==> config.mk <==
export PLATFORM = sky130hd
export DESIGN_NAME = serv_mem_responder_flat
export DESIGN_NICKNAME = d
export VERILOG_FILES = /design/src/rtl/serv_mem_responder_if.sv /design/src/rtl/serv_mem_responder.sv /design/src/flat_wrapper.sv
export SDC_FILE = /design/constraint.sdc
export NUM_CORES = 1
export LEC_CHECK = 0
export ABC_AREA = 1
export BUFFER_PORTS_ARGS = -buffer_cell sky130_fd_sc_hd__buf_2
export CAP_MARGIN = 0
export CORE_ASPECT_RATIO = 0.7
export CORE_MARGIN = 1.5
export CORE_UTILIZATION = 30
export DETAILED_ROUTE_END_ITERATION = 16
export GPL_TIMING_DRIVEN = 0
export PLACE_DENSITY = 0.55
export SLEW_MARGIN = 15
export SYNTH_ARGS = -nofsm -noshare
export SYNTH_HDL_FRONTEND = slang
export SYNTH_SLANG_ARGS = --single-unit
==> constraint.sdc <==
create_clock -name clk -period 1.35 [get_ports clk]
set_input_delay 0.27 -clock clk [delete_from_list [all_inputs] [get_ports clk]]
set_output_delay 0.27 -clock clk [all_outputs]
set_load 0.01 [all_outputs]
==> src/rtl/serv_mem_responder_if.sv <==
// rtl/serv_mem_responder_if.sv - SERV ibus/dbus and SRAM signal bundle for serv_mem_responder
interface serv_mem_responder_if #(
    parameter int MEM_AW = 10
);
    logic [31:0]       i_ibus_adr;
    logic              i_ibus_cyc;
    logic [31:0]       o_ibus_rdt;
    logic              o_ibus_ack;
    logic [31:0]       i_dbus_adr;
    logic [31:0]       i_dbus_dat;
    logic [3:0]        i_dbus_sel;
    logic              i_dbus_we;
    logic              i_dbus_cyc;
    logic [31:0]       o_dbus_rdt;
    logic              o_dbus_ack;
    logic [MEM_AW-1:0] o_mem_adr;
    logic              o_mem_en;
    logic [3:0]        o_mem_wen;
    logic [31:0]       o_mem_wdata;
    logic [31:0]       i_mem_rdata;
    logic              o_err;

    modport slave (
        input  i_ibus_adr, i_ibus_cyc, i_dbus_adr, i_dbus_dat, i_dbus_sel,
        input  i_dbus_we, i_dbus_cyc, i_mem_rdata,
        output o_ibus_rdt, o_ibus_ack, o_dbus_rdt, o_dbus_ack,
        output o_mem_adr, o_mem_en, o_mem_wen, o_mem_wdata, o_err
    );

    modport master (
        output i_ibus_adr, i_ibus_cyc, i_dbus_adr, i_dbus_dat, i_dbus_sel,
        output i_dbus_we, i_dbus_cyc, i_mem_rdata,
        input  o_ibus_rdt, o_ibus_ack, o_dbus_rdt, o_dbus_ack,
        input  o_mem_adr, o_mem_en, o_mem_wen, o_mem_wdata, o_err
    );
endinterface

==> src/rtl/serv_mem_responder.sv <==
// rtl/serv_mem_responder.sv - round-robin SERV ibus/dbus responder on one single-port SRAM
// Optional address window check and sticky o_err: SERV_MEM_RESPONDER_RANGE_CHK_EN
module serv_mem_responder #(
    parameter int          MEM_AW      = 10,
    parameter int          WAIT_STATES = 0,
    parameter logic [31:0] BASE_ADDR   = 32'h0000_0000
) (
    input logic                  clk,
    input logic                  i_rst,
    serv_mem_responder_if.slave  bus
);
    typedef enum logic [2:0] {
        S_IDLE,
        S_ACCESS,
        S_WAIT,
        S_CAPTURE,
        S_ACK
    } state_t;

    localparam logic [3:0] WS_INIT = (WAIT_STATES > 0) ? 4'(WAIT_STATES - 1) : 4'd0;

    state_t            state_q, state_d;
    logic              gnt_dbus_q, gnt_dbus_d;
    logic              last_dbus_q, last_dbus_d;
    logic              we_q, we_d;
    logic              oor_q, oor_d;
    logic [3:0]        wcnt_q, wcnt_d;
    logic              blank_i_q, blank_i_d;
    logic              blank_d_q, blank_d_d;
    logic              ibus_ack_q, ibus_ack_d;
    logic              dbus_ack_q, dbus_ack_d;
    logic [31:0]       ibus_rdt_q, ibus_rdt_d;
    logic [31:0]       dbus_rdt_q, dbus_rdt_d;
    logic [MEM_AW-1:0] mem_adr_q, mem_adr_d;
    logic              mem_en_q, mem_en_d;
    logic [3:0]        mem_wen_q, mem_wen_d;
    logic [31:0]       mem_wdata_q, mem_wdata_d;

    logic        ibus_pend, dbus_pend, pick_dbus, in_rng;
    logic [31:0] win_adr;
    logic        unused_adr_bits;

    // The core keeps cyc high one cycle past its ack, so that cycle is ignored.
    assign ibus_pend = bus.i_ibus_cyc && !blank_i_q;
    assign dbus_pend = bus.i_dbus_cyc && !blank_d_q;
    assign pick_dbus = dbus_pend && (!ibus_pend || !last_dbus_q);
    assign win_adr   = pick_dbus ? bus.i_dbus_adr : bus.i_ibus_adr;
    assign unused_adr_bits = ^win_adr;

`ifdef SERV_MEM_RESPONDER_RANGE_CHK_EN
    logic [31:0] win_off;
    always_comb begin
        win_off = win_adr - BASE_ADDR;
        in_rng  = (win_adr >= BASE_ADDR) && ((win_off >> (MEM_AW + 2)) == 32'd0);
    end
`else
    assign in_rng = 1'b1;
`endif

    always_comb begin
        state_d     = state_q;
        gnt_dbus_d  = gnt_dbus_q;
        last_dbus_d = last_dbus_q;
        we_d        = we_q;
        oor_d       = oor_q;
        wcnt_d      = wcnt_q;
        blank_i_d   = ibus_ack_q;
        blank_d_d   = dbus_ack_q;
        ibus_ack_d  = 1'b0;
        dbus_ack_d  = 1'b0;
        ibus_rdt_d  = ibus_rdt_q;
        dbus_rdt_d  = dbus_rdt_q;
        mem_adr_d   = mem_adr_q;
        mem_en_d    = mem_en_q;
        mem_wen_d   = mem_wen_q;
        mem_wdata_d = mem_wdata_q;

        case (state_q)
            S_IDLE: begin
                if (ibus_pend || dbus_pend) begin
                    state_d    = S_ACCESS;
                    gnt_dbus_d = pick_dbus;
                    we_d       = pick_dbus && bus.i_dbus_we;
                    oor_d      = !in_rng;
                    mem_adr_d  = win_adr[MEM_AW+1:2];
                    mem_en_d   = in_rng;
                    mem_wen_d  = (pick_dbus && bus.i_dbus_we && in_rng) ? bus.i_dbus_sel : 4'b0000;
                    if (pick_dbus && bus.i_dbus_we) begin
                        mem_wdata_d = bus.i_dbus_dat;
                    end
                end
            end
            S_ACCESS: begin
                mem_en_d  = 1'b0;
                mem_wen_d = 4'b0000;
                if (WAIT_STATES > 0) begin
                    state_d = S_WAIT;
                    wcnt_d  = WS_INIT;
                end else begin
                    state_d = S_CAPTURE;
                end
            end
            S_WAIT: begin
                if (wcnt_q == 4'd0) begin
                    state_d = S_CAPTURE;
                end else begin
                    wcnt_d = wcnt_q - 4'd1;
                end
            end
            S_CAPTURE: begin
                // Read data lands in rdt together with the ack edge.
                state_d = S_ACK;
                if (gnt_dbus_q) begin
                    dbus_ack_d = 1'b1;
                    if (!we_q) begin
                        dbus_rdt_d = oor_q ? 32'h0 : bus.i_mem_rdata;
                    end
                end else begin
                    ibus_ack_d = 1'b1;
                    ibus_rdt_d = oor_q ? 32'h0 : bus.i_mem_rdata;
                end
            end
            S_ACK: begin
                last_dbus_d = gnt_dbus_q;
                state_d     = S_IDLE;
            end
            default: state_d = S_IDLE;
        endcase
    end

    always_ff @(posedge clk) begin
        if (i_rst) begin
            state_q     <= S_IDLE;
            gnt_dbus_q  <= 1'b0;
            last_dbus_q <= 1'b0;
            we_q        <= 1'b0;
            oor_q       <= 1'b0;
            wcnt_q      <= 4'd0;
            blank_i_q   <= 1'b0;
            blank_d_q   <= 1'b0;
            ibus_ack_q  <= 1'b0;
            dbus_ack_q  <= 1'b0;
            ibus_rdt_q  <= 32'h0;
            dbus_rdt_q  <= 32'h0;
            mem_adr_q   <= '0;
            mem_en_q    <= 1'b0;
            mem_wen_q   <= 4'b0000;
            mem_wdata_q <= 32'h0;
        end else begin
            state_q     <= state_d;
            gnt_dbus_q  <= gnt_dbus_d;
            last_dbus_q <= last_dbus_d;
            we_q        <= we_d;
            oor_q       <= oor_d;
            wcnt_q      <= wcnt_d;
            blank_i_q   <= blank_i_d;
            blank_d_q   <= blank_d_d;
            ibus_ack_q  <= ibus_ack_d;
            dbus_ack_q  <= dbus_ack_d;
            ibus_rdt_q  <= ibus_rdt_d;
            dbus_rdt_q  <= dbus_rdt_d;
            mem_adr_q   <= mem_adr_d;
            mem_en_q    <= mem_en_d;
            mem_wen_q   <= mem_wen_d;
            mem_wdata_q <= mem_wdata_d;
        end
    end

`ifdef SERV_MEM_RESPONDER_RANGE_CHK_EN
    logic err_q, err_d;
    always_comb begin
        err_d = err_q | ((state_q == S_CAPTURE) && oor_q);
    end
    always_ff @(posedge clk) begin
        if (i_rst) begin
            err_q <= 1'b0;
        end else begin
            err_q <= err_d;
        end
    end
    assign bus.o_err = err_q;
`else
    assign bus.o_err = 1'b0;
`endif

    assign bus.o_ibus_ack  = ibus_ack_q;
    assign bus.o_dbus_ack  = dbus_ack_q;
    assign bus.o_ibus_rdt  = ibus_rdt_q;
    assign bus.o_dbus_rdt  = dbus_rdt_q;
    assign bus.o_mem_adr   = mem_adr_q;
    assign bus.o_mem_en    = mem_en_q;
    assign bus.o_mem_wen   = mem_wen_q;
    assign bus.o_mem_wdata = mem_wdata_q;
endmodule

==> src/flat_wrapper.sv <==
// flat-port wrapper written by rule: the top's interface ports become plain ports
module serv_mem_responder_flat 
#(
    parameter int          MEM_AW      = 10,
    parameter int          WAIT_STATES = 0,
    parameter logic [31:0] BASE_ADDR   = 32'h0000_0000
)
  (clk, i_rst, bus_i_ibus_adr, bus_i_ibus_cyc, bus_i_dbus_adr, bus_i_dbus_dat, bus_i_dbus_sel, bus_i_dbus_we, bus_i_dbus_cyc, bus_i_mem_rdata, bus_o_ibus_rdt, bus_o_ibus_ack, bus_o_dbus_rdt, bus_o_dbus_ack, bus_o_mem_adr, bus_o_mem_en, bus_o_mem_wen, bus_o_mem_wdata, bus_o_err);
  serv_mem_responder_if #(.MEM_AW(MEM_AW)) bus_i ();
  input logic clk;
  input logic i_rst;
  input wire logic [$bits(bus_i.i_ibus_adr)-1:0] bus_i_ibus_adr;
  input wire logic [$bits(bus_i.i_ibus_cyc)-1:0] bus_i_ibus_cyc;
  input wire logic [$bits(bus_i.i_dbus_adr)-1:0] bus_i_dbus_adr;
  input wire logic [$bits(bus_i.i_dbus_dat)-1:0] bus_i_dbus_dat;
  input wire logic [$bits(bus_i.i_dbus_sel)-1:0] bus_i_dbus_sel;
  input wire logic [$bits(bus_i.i_dbus_we)-1:0] bus_i_dbus_we;
  input wire logic [$bits(bus_i.i_dbus_cyc)-1:0] bus_i_dbus_cyc;
  input wire logic [$bits(bus_i.i_mem_rdata)-1:0] bus_i_mem_rdata;
  output wire logic [$bits(bus_i.o_ibus_rdt)-1:0] bus_o_ibus_rdt;
  output wire logic [$bits(bus_i.o_ibus_ack)-1:0] bus_o_ibus_ack;
  output wire logic [$bits(bus_i.o_dbus_rdt)-1:0] bus_o_dbus_rdt;
  output wire logic [$bits(bus_i.o_dbus_ack)-1:0] bus_o_dbus_ack;
  output wire logic [$bits(bus_i.o_mem_adr)-1:0] bus_o_mem_adr;
  output wire logic [$bits(bus_i.o_mem_en)-1:0] bus_o_mem_en;
  output wire logic [$bits(bus_i.o_mem_wen)-1:0] bus_o_mem_wen;
  output wire logic [$bits(bus_i.o_mem_wdata)-1:0] bus_o_mem_wdata;
  output wire logic [$bits(bus_i.o_err)-1:0] bus_o_err;
  assign bus_i.i_ibus_adr = bus_i_ibus_adr;
  assign bus_i.i_ibus_cyc = bus_i_ibus_cyc;
  assign bus_i.i_dbus_adr = bus_i_dbus_adr;
  assign bus_i.i_dbus_dat = bus_i_dbus_dat;
  assign bus_i.i_dbus_sel = bus_i_dbus_sel;
  assign bus_i.i_dbus_we = bus_i_dbus_we;
  assign bus_i.i_dbus_cyc = bus_i_dbus_cyc;
  assign bus_i.i_mem_rdata = bus_i_mem_rdata;
  assign bus_o_ibus_rdt = bus_i.o_ibus_rdt;
  assign bus_o_ibus_ack = bus_i.o_ibus_ack;
  assign bus_o_dbus_rdt = bus_i.o_dbus_rdt;
  assign bus_o_dbus_ack = bus_i.o_dbus_ack;
  assign bus_o_mem_adr = bus_i.o_mem_adr;
  assign bus_o_mem_en = bus_i.o_mem_en;
  assign bus_o_mem_wen = bus_i.o_mem_wen;
  assign bus_o_mem_wdata = bus_i.o_mem_wdata;
  assign bus_o_err = bus_i.o_err;
  serv_mem_responder #(.MEM_AW(MEM_AW), .WAIT_STATES(WAIT_STATES), .BASE_ADDR(BASE_ADDR)) u_core (.clk(clk), .i_rst(i_rst), .bus(bus_i));
endmodule
==> results.cfg <==
[floorplanning]
rows = 38
die_h_um = 109
start_util_pct = 31.0
die_w_um = 155
core_um2 = 15600
ios = 251
die-area_um2 = 16900

[synth]
synth_xor_area_share_pct = 0
async_reset_ff_share_pct = 0
synth_edf_count = 0
synth.distinct_cells = 22
synth_top_family_by_area = simple AND/OR/NAND/NOR gates
synthAdderAreaFrac_pct = 0.258
syn_area_um2 = 4850
post-synth-top-count-cell = nor2_1
yosys_warnings = 0
yosysTopAreaCellShare_pct = 51.6
synth_seq_area_share_pct = 51.6
synth_area_leaders = dfxtp_1 52%, nor2_1 16%, nand2_1 9.5%
synthCells = 687
yosys-top-cells-count = 202 x nor2_1, 125 x dfxtp_1, 123 x nand2_1
synthMuxAreaShare_pct = 0
syn-num-nets = 825
synth_compound_area_share_pct = 9.40
synthSimpleGateAreaFrac_pct = 28.7
ys.flop_type = dfxtp_1
synth_top_cell_by_area = dfxtp_1
ys_ff_latch = 125
avgSynthCellArea_um2 = 7.05

[route]
firstDrtPassIters = 4
drc_errors = 0
vias = 4962
wl_per_cell_um = 13.4
postRouteWirelength_um = 15300
via_per_inst = 4.34
drtIter0Drc = 159
antenna_left = 0

[setup_path]
crit_family = simple AND/OR/NAND/NOR gates
slowest_stage = dfxtp_4
crit_fanout = 5
path_buf_inv = 4
arrival_ps = 1720
path_cells = inv_4, nand2_4, nor2_4, inv_2, nor2_4, buf_6, buf_8, nand2_2, nand2_2, nor2_2
cp-start-kind = flip-flop
slowest_delay_ps = 360
required_ps = 1650
crit_path_end_kind = flip-flop
criticalPathCategory = reg -> reg

[timing]
fmax_ghz = 0.705
worst_pin_slew_ps = 637
fin_skew_ps = 5.87
setup_viol = 35
rsz0062_at_grt = true
slew_violations = 0
hold_ws_ps = 94.4
finalWorstSetupSlack_ps = -67.5
hold_viol = 0
fin_crit_sh_pct = 105
slew_headroom_pct = 57.5
fin_crit_ps = 1420

[run_status]
violations = setup timing
status = finished, violations left

[placement]
place_area_um2 = 6120
dpl.hpwl_um = 10500
io_buffers = 205
gp_congestion = 0.769

[global_route]
overflow = 0
grt_pass1_vias = 4527
antenna_found_initial = 0
track_usage_pct = 17.6
grt_max_degree = 17
grt_pass1_wl_um = 23000

[clock_network]
clock_sinks = 125
numCtsBuffers = 17
cts.path.max_buffers = 2
h-tree-depth = 4
root_buffer = clkbuf_16
insertion_delay_ps = 410
cts_tree = yes
hold_buffers = 0
clk_transition_reported_paths_ps = 60

[power_and_ir_drop]
irDropWorstVdd_mv = 0.639
pwr_density_cell_nw_per_um2 = 1370
p_leak_uw = 0.00388

[final_layout]
fin_area_um2 = 7440
areaGrowthSynthToFinish_pct = 53.5
nets = 1069
diodes = 0
drive_gt1_share_pct = 38.6

[min_path]
min_path_type = in -> reg

[run]
max-cap-violations = 0
-- registers in the layout, indices dropped and copies added (netlist names) --
signal,count
u_core.bus.o_mem_adr,10
u_core.bus.o_ibus_ack,1
u_core.bus.o_mem_wdata,32
u_core.bus.o_dbus_ack,1
u_core.blank_i_q,1
u_core.bus.o_dbus_rdt,32
u_core.bus.o_mem_en,1
u_core.gnt_dbus_q,1
u_core.last_dbus_q,1
u_core.we_q,1
u_core.bus.o_ibus_rdt,32
u_core.bus.o_mem_wen,4
u_core.blank_d_q,1
u_core.state_q,3
u_core.wcnt_q,4
-- logic make-up (layout without fill, tap and decap cells) --
kind of cell               count (synthesis)  in the layout
AOI/OAI and AO/OA                         91             91
adders and majority gates                  1              1
DFF                                      125            125
other                                      1              1
and+or+nand+nor                          353            353
buffers and inverters                    116            373
-- layout by cell type (no fill, tap or decap), drive strengths merged --
master,Yosys,final
dfxtp,125,125
nand3,20,20
clkinv,0,6
a21oi,24,24
ha,1,1
o21ai,67,67
nor3,1,1
buf,24,248
nand3b,1,1
clkbuf,13,34
nand2,124,124
inv,79,79
bufinv,0,3
nor2,206,206
nand4,1,1
clkinvlp,0,2
bufbuf,0,1
conb,1,1
-- worst reg2reg max path, cell delays in order, from the launching register on --
cell	delay, ps
dfxtp_4	360
inv_4	70
nand2_4	50
nor2_4	130
inv_2	50
nor2_4	170
buf_6	170
buf_8	130
nand2_2	60
nand2_2	70
nor2_2	50
-- where the power goes --
| part | total [uW] | switching (uW) | internal [uW] |
|---|---|---|---|
| Sequential | 4050 | 129 | 3920 |
| Combinational | 1550 | 857 | 689 |
| Clock | 4620 | 1680 | 2940 |
-- metrics by stage --
step / cells / setup TNS [ps] / utilization [%] / setup WS (ps) / power, uW
2_1_floorplan: 687 / 0 / - / 153 / 4810
3_3_place_gp: 1092 / -15040 / 39.1 / -206 / 5350
3_5_place_dp: 1092 / -15350 / 39.1 / -214 / 5350
4_1_cts: 1134 / -1090 / 44.5 / -50.6 / 10100
5_1_grt: 1144 / -5470 / 47.5 / -108 / 10700
6_report: 1144 / -1080 / 47.5 / -67.5 / 10200
-- layout make-up --
class / instances / area, um^2
buffer: 36 / 325
clock buffer: 21 / 450
clock inverter: 11 / 143
fill: 1576 / 8210
inverter: 79 / 309
multi-input combinational: 446 / 2110
sequential: 125 / 2510
tap: 200 / 250
timing repair buffer: 226 / 1340
-- metal layers --
layer	vias to the layer above	part of all wire, %	global-route usage [%]
li1	2590	-	-
met5	-	0	0
met4	0	1.3	6.66
met3	15	5.6	4.81
met1	2230	51	24.2
met2	127	42	26.2
-- path summary, 6_finish.rpt --
kind,startpoint,to,slack [ps],cells past startpoint
hold reg to reg,u_core.bus.o_ibus_ack,u_core.blank_i_q,430,2
setup reg to reg,u_core.state_q[1],u_core.bus.o_mem_wdata[15],-70,10
hold / removal,bus_i_mem_rdata[2],u_core.bus.o_ibus_rdt[2],90,3
setup / recovery,u_core.state_q[1],u_core.bus.o_mem_wdata[15],-70,10
-- what timing repair did --
| item | CTS | global route |
|---|---|---|
| setup buffers | 7 | 6 |
| hold endpoints to repair | 0 | 0 |
| pin swaps | 9 | 29 |
| gates cloned | 4 | 4 |
| setup endpoints to repair | 102 | 116 |
| gates resized for setup | 50 | 117 |
(Power assumes the default switching activity.)
